$ cat src/rtl/frame_merge_arbiter.sv
// Merges CHANNEL_NUM framed streams onto one output, one whole frame at a time.
// Round-robin grant, single-register output stage, header check and frame-length watchdog.
module frame_merge_arbiter #(
  parameter int unsigned CHANNEL_NUM      = 4,
  parameter int unsigned TDATA_WIDTH      = 64,
  parameter int unsigned MAX_FRAME_LENGTH = 200
) (
  input  logic                               CLK,
  input  logic                               RESET,
  input  logic [CHANNEL_NUM*TDATA_WIDTH-1:0] S_TDATA,
  input  logic [CHANNEL_NUM-1:0]             S_TVALID,
  input  logic [CHANNEL_NUM-1:0]             S_TLAST,
  output logic [CHANNEL_NUM-1:0]             S_TREADY,
  output logic [TDATA_WIDTH-1:0]             M_TDATA,
  output logic                               M_TVALID,
  output logic                               M_TLAST,
  input  logic                               M_TREADY,
  output logic [$clog2(CHANNEL_NUM)-1:0]     GRANT_CH,
  output logic                               HDR_ERR,
  output logic                               TRUNC_ERR
);

  // Bits needed to hold CHANNEL_NUM-1, and MAX_FRAME_LENGTH+2 plus one spare bit.
  localparam int unsigned GrantW = $clog2(CHANNEL_NUM);
  localparam int unsigned CntW   = $clog2(MAX_FRAME_LENGTH + 3) + 1;

  localparam logic [CntW-1:0]   TruncCnt = CntW'(MAX_FRAME_LENGTH + 2);
  localparam logic [GrantW-1:0] LastCh   = GrantW'(CHANNEL_NUM - 1);

  typedef enum logic {StIdle, StXfer} state_e;

  state_e            state_q;
  logic [GrantW-1:0] rr_ptr_q;
  logic [CntW-1:0]   beat_cnt_q;

  logic [GrantW-1:0]      pick;
  logic                   pick_vld;
  logic [TDATA_WIDTH-1:0] s_data;
  logic                   s_valid_g;
  logic                   s_last_g;
  logic                   s_ready;
  logic                   accept;
  logic [CntW-1:0]        beat_cnt_inc;
  logic                   trunc_hit;
  logic                   beat_last;
  logic                   hdr_bad;

  // First requesting channel at or after ptr, wrapping.
  function automatic logic [GrantW-1:0] rr_pick(input logic [GrantW-1:0]    ptr,
                                                input logic [CHANNEL_NUM-1:0] req);
    logic [GrantW-1:0] sel;
    logic              found;
    int unsigned       idx;
    sel   = ptr;
    found = 1'b0;
    idx   = 0;
    for (int unsigned i = 0; i < CHANNEL_NUM; i++) begin
      idx = (32'(ptr) + i) % CHANNEL_NUM;
      if (!found && req[GrantW'(idx)]) begin
        sel   = GrantW'(idx);
        found = 1'b1;
      end
    end
    return sel;
  endfunction

  always_comb begin
    pick     = rr_pick(rr_ptr_q, S_TVALID);
    pick_vld = |S_TVALID;

    s_data    = S_TDATA[32'(GRANT_CH) * TDATA_WIDTH +: TDATA_WIDTH];
    s_valid_g = S_TVALID[GRANT_CH];
    s_last_g  = S_TLAST[GRANT_CH];

    // Accept whenever the output register is empty or draining this cycle.
    s_ready  = (state_q == StXfer) && (!M_TVALID || M_TREADY);
    S_TREADY = s_ready ? (CHANNEL_NUM'(1) << GRANT_CH) : '0;
    accept   = s_ready && s_valid_g;

    beat_cnt_inc = beat_cnt_q + 1'b1;
    trunc_hit    = (beat_cnt_inc == TruncCnt);
    beat_last    = s_last_g || trunc_hit;
    hdr_bad      = (beat_cnt_q == '0) && (s_data[TDATA_WIDTH-1 -: 8] != 8'hFF);
  end

  always_ff @(posedge CLK or posedge RESET) begin
    if (RESET) begin
      state_q    <= StIdle;
      rr_ptr_q   <= '0;
      GRANT_CH   <= '0;
      beat_cnt_q <= '0;
      M_TDATA    <= '1;
      M_TVALID   <= 1'b0;
      M_TLAST    <= 1'b0;
      HDR_ERR    <= 1'b0;
      TRUNC_ERR  <= 1'b0;
    end else begin
      HDR_ERR   <= 1'b0;
      TRUNC_ERR <= 1'b0;
      if (M_TVALID && M_TREADY) begin
        M_TVALID <= 1'b0;
      end
      unique case (state_q)
        StIdle: begin
          if (pick_vld) begin
            GRANT_CH   <= pick;
            beat_cnt_q <= '0;
            state_q    <= StXfer;
          end
        end
        StXfer: begin
          if (accept) begin
            M_TDATA    <= s_data;
            M_TVALID   <= 1'b1;
            M_TLAST    <= beat_last;
            HDR_ERR    <= hdr_bad;
            TRUNC_ERR  <= trunc_hit && !s_last_g;
            beat_cnt_q <= beat_cnt_inc;
            if (beat_last) begin
              rr_ptr_q <= (GRANT_CH == LastCh) ? '0 : GRANT_CH + 1'b1;
              state_q  <= StIdle;
            end
          end
        end
        default: state_q <= StIdle;
      endcase
    end
  end

endmodule

$ cat config.mk
export PLATFORM = sky130hd
export DESIGN_NAME = frame_merge_arbiter
export DESIGN_NICKNAME = d
export VERILOG_FILES = /design/src/rtl/frame_merge_arbiter.sv
export SDC_FILE = /design/constraint.sdc
export NUM_CORES = 1
export LEC_CHECK = 0
export BUFFER_PORTS_ARGS = -buffer_cell sky130_fd_sc_hd__buf_2
export CORE_AREA = 2 2 131 133
export DETAILED_ROUTE_END_ITERATION = 6
export DIE_AREA = 0 0 133 135
export SLEW_MARGIN = 0
export SYNTH_ARGS = -nofsm -noshare
export SYNTH_HDL_FRONTEND = slang
export SYNTH_SLANG_ARGS = --single-unit
$ cat constraint.sdc
create_clock -name CLK -period 3.4 [get_ports CLK]
set_clock_uncertainty 0.1 [all_clocks]
set_input_delay 0.68 -clock CLK [delete_from_list [all_inputs] [get_ports CLK]]
set_output_delay 0.68 -clock CLK [all_outputs]
set_load 0.03 [all_outputs]
==> flow_summary.json <==
{
  "status": "finished, final reports clean",
  "die_y_um": 135,
  "multiInputGateArea_sq_um": 2870,
  "setup_ws_ns": 0.569,
  "wl_um": 17000,
  "tritoncts": "yes",
  "start_kind": "flop",
  "ys_seq_area_frac": 0.412,
  "clk_pin_slew_ns": 0.06,
  "avgViaCountPerCell": 4.78,
  "reg2regPathDepth": 6,
  "hold_violations": 0,
  "whs_ns": 0.355,
  "area_delta_synth_final_pct": 43.1,
  "end_kind": "output pin",
  "root_buffer": "clkbuf_16",
  "relSlewSlack": 0.491,
  "period_needed_ns": 2.83,
  "crit_chain": "buf_4 -> inv_1 -> ha_1 -> and3_1 -> buf_2",
  "nFillCells": 1575,
  "worstMarginPinSlew_ns": 0.764,
  "synthesis.nets": 760,
  "cts-resized-gates": 0,
  "clock_path_buffers": 2,
  "place_hpwl_um": 13400,
  "remaining_drc_errors": 0,
  "grt_setup_unrepaired": "false",
  "crit_arrival_ns": 2.05,
  "wl_per_cell_um": 16.4,
  "antenna_found_initial": 1,
  "drt-initial-drc-count": 290,
  "postRouteAntennaNets": 0,
  "crit_cells": 5,
  "setup_viol": 0,
  "synth_flop_cell": "dfstp_2",
  "maxCapViolCount": 0,
  "cts_setup_buffers": 0,
  "critical_path_class": "reg -> out",
  "hp-class": "reg -> reg",
  "yosys_warnings": 0,
  "final_cell_area_sq_um": 7400,
  "fin_setup_tns_ns": 0,
  "whs_path_depth": 2,
  "clk_latency_ns": 0.34,
  "finalMaxSlewViolations": 0,
  "grt_overflow": 0,
  "cp_top_family": "buffers and inverters",
  "critical_path.max_stage_delay_ns": 0.51,
  "cp_max_fo": 34,
  "grt_pass1_wl_um": 26100,
  "syn_area_sq_um": 5170,
  "syn_inst": 486,
  "fin_nets": 1085,
  "vias": 4954,
  "vdd_ir_drop_max_uv": 636,
  "cts_htree_levels": 3,
  "dr.pass1.iters": 4,
  "worst-path-buf-inv": 3,
  "ys_ff_latch": 82,
  "grt_max_degree": 45,
  "ys_async_sr_fraction": 1.00,
  "hold_buffers": 0,
  "num_rows": 47,
  "ioPinCount": 341,
  "crit_required_ns": 2.62,
  "r2r_setup_slack_ns": 0.84,
  "syn_area_per_cell_sq_um": 10.6,
  "seq_area_sq_um": 2140,
  "initial_core_util": 0.315,
  "power_density_nw_per_um2": 905,
  "die_w_um": 133,
  "grt_pass1_vias": 5001,
  "synth-edff-count": 0,
  "place.gp.congestion": 0.856,
  "fp.coreArea_sq_um": 16400,
  "p_leak_nw": 3.68,
  "cts_buffers": 9,
  "cp_slowest_cell": "buf_4",
  "clkSinkCount": 82,
  "port_buffers": 340,
  "placed_area_sq_um": 7090,
  "grtUsageTotal": 0.187,
  "die_area_sq_um": 18000,
  "ys_types": 38,
  "final_layout_size_suffix_gt1_frac": 0.615,
  "power_w": 0.00670,
  "pre_cts_slack_ns": 0.541,
  "period_share": 0.833,
  "max_freq_mhz": 353
}
## registers in the layout, indices dropped and copies added, names as in the netlist
register / count
GRANT_CH: 2
HDR_ERR: 1
M_TDATA: 64
M_TLAST: 1
M_TVALID: 1
TRUNC_ERR: 1
beat_cnt_q: 9
rr_ptr_q: 2
state_q: 1
## power by group
part | internal (W) | leakage [nW] | switching (W)
sequential | 0.00168 | 0.902 | 0.000273
combinational | 0.00140 | 2.64 | 0.00233
clock | 0.000608 | 0.145 | 0.000397
total | 0.00369 | 3.68 | 0.00300
## per-stage QoR
| step | instances | utilization |
|---|---|---|
| after detailed placement | 1020 | 0.432 |
| after global placement | 1020 | 0.432 |
| after global routing | 1037 | 0.451 |
| after CTS | 1036 | 0.451 |
| after floorplan | 486 | - |
| final | 1037 | 0.451 |
## cell type report
type / instances / share of cell area
Clock inverter: 4 / 0.00676
Sequential cell: 82 / 0.289
Tap cell: 220 / 0.0372
Clock buffer: 12 / 0.0347
Inverter: 7 / 0.00372
Timing Repair Buffer: 349 / 0.241
Antenna cell: 1 / 0.000338
Multi-Input combinational cell: 362 / 0.388
## synthesized netlist by cell type (6+ instances only)
cell type  count  area (sq um)
a21oi_1        7          35.0
and3_1         7          43.8
buf_1          6          22.5
buf_2         15          75.1
clkbuf_1      13          48.8
dfrtp_1       18           450
dfstp_2       64          1680
ha_1           7          87.6
inv_1          7          26.3
mux4_2        66          1490
nand2_1      208           781
nor2_1        14          52.6
o21ai_0        7          35.0
o21ai_1        8          40.0
## worst min-delay path: cells and delay by family, from the launching register on
kind | cells | cell delay (ns)
simple gates | 2 | 0.09
flops | 1 | 0.37
## kinds of logic (layout without fill, tap and decap cells)
group,count (synthesis),after routing,share of synthesized area
simple gates,250,250,0.195
flops,82,82,0.412
mux,68,68,0.292
buf+inv,42,372,0.0356
compound gates,36,36,0.0465
fa+ha+maj,7,7,0.0169
xor+xnor,1,1,0.00169
other cells,0,1,0
## path summary, 6_finish.rpt
kind	startpoint	to
hold reg to reg	M_TDATA[38]	M_TDATA[38]
hold / removal	M_TDATA[38]	M_TDATA[38]
setup reg to reg	GRANT_CH[0]	beat_cnt_q[6]
max in group asynchronous	RESET	M_TDATA[57]
setup / recovery	GRANT_CH[0]	S_TREADY[2]
min in group asynchronous	RESET	M_TDATA[21]
## metal layers
metal | part of all wire | global-route usage
met2 | 0.50 | 0.315
met4 | 0.015 | 0.0645
met1 | 0.41 | 0.239
met3 | 0.068 | 0.0435
met5 | 0 | 0
## placed cells by master, fill, tap and decap left out, types with 3 or more instances in the layout
| cell | instances |
|---|---|
| o21ai_0 | 7 |
| buf_2 | 340 |
| o21ai_1 | 8 |
| clkbuf_16 | 9 |
| inv_1 | 6 |
| buf_4 | 8 |
| nand4_1 | 3 |
| nor2_1 | 14 |
| mux4_2 | 66 |
| dfrtp_1 | 16 |
| or3_1 | 3 |
| nand2_1 | 208 |
| and3_1 | 6 |
| o31ai_1 | 3 |
| a21oi_1 | 7 |
| dfstp_2 | 64 |
| nand3_1 | 4 |
| ha_1 | 7 |
Power figures use the tool's default switching activity.
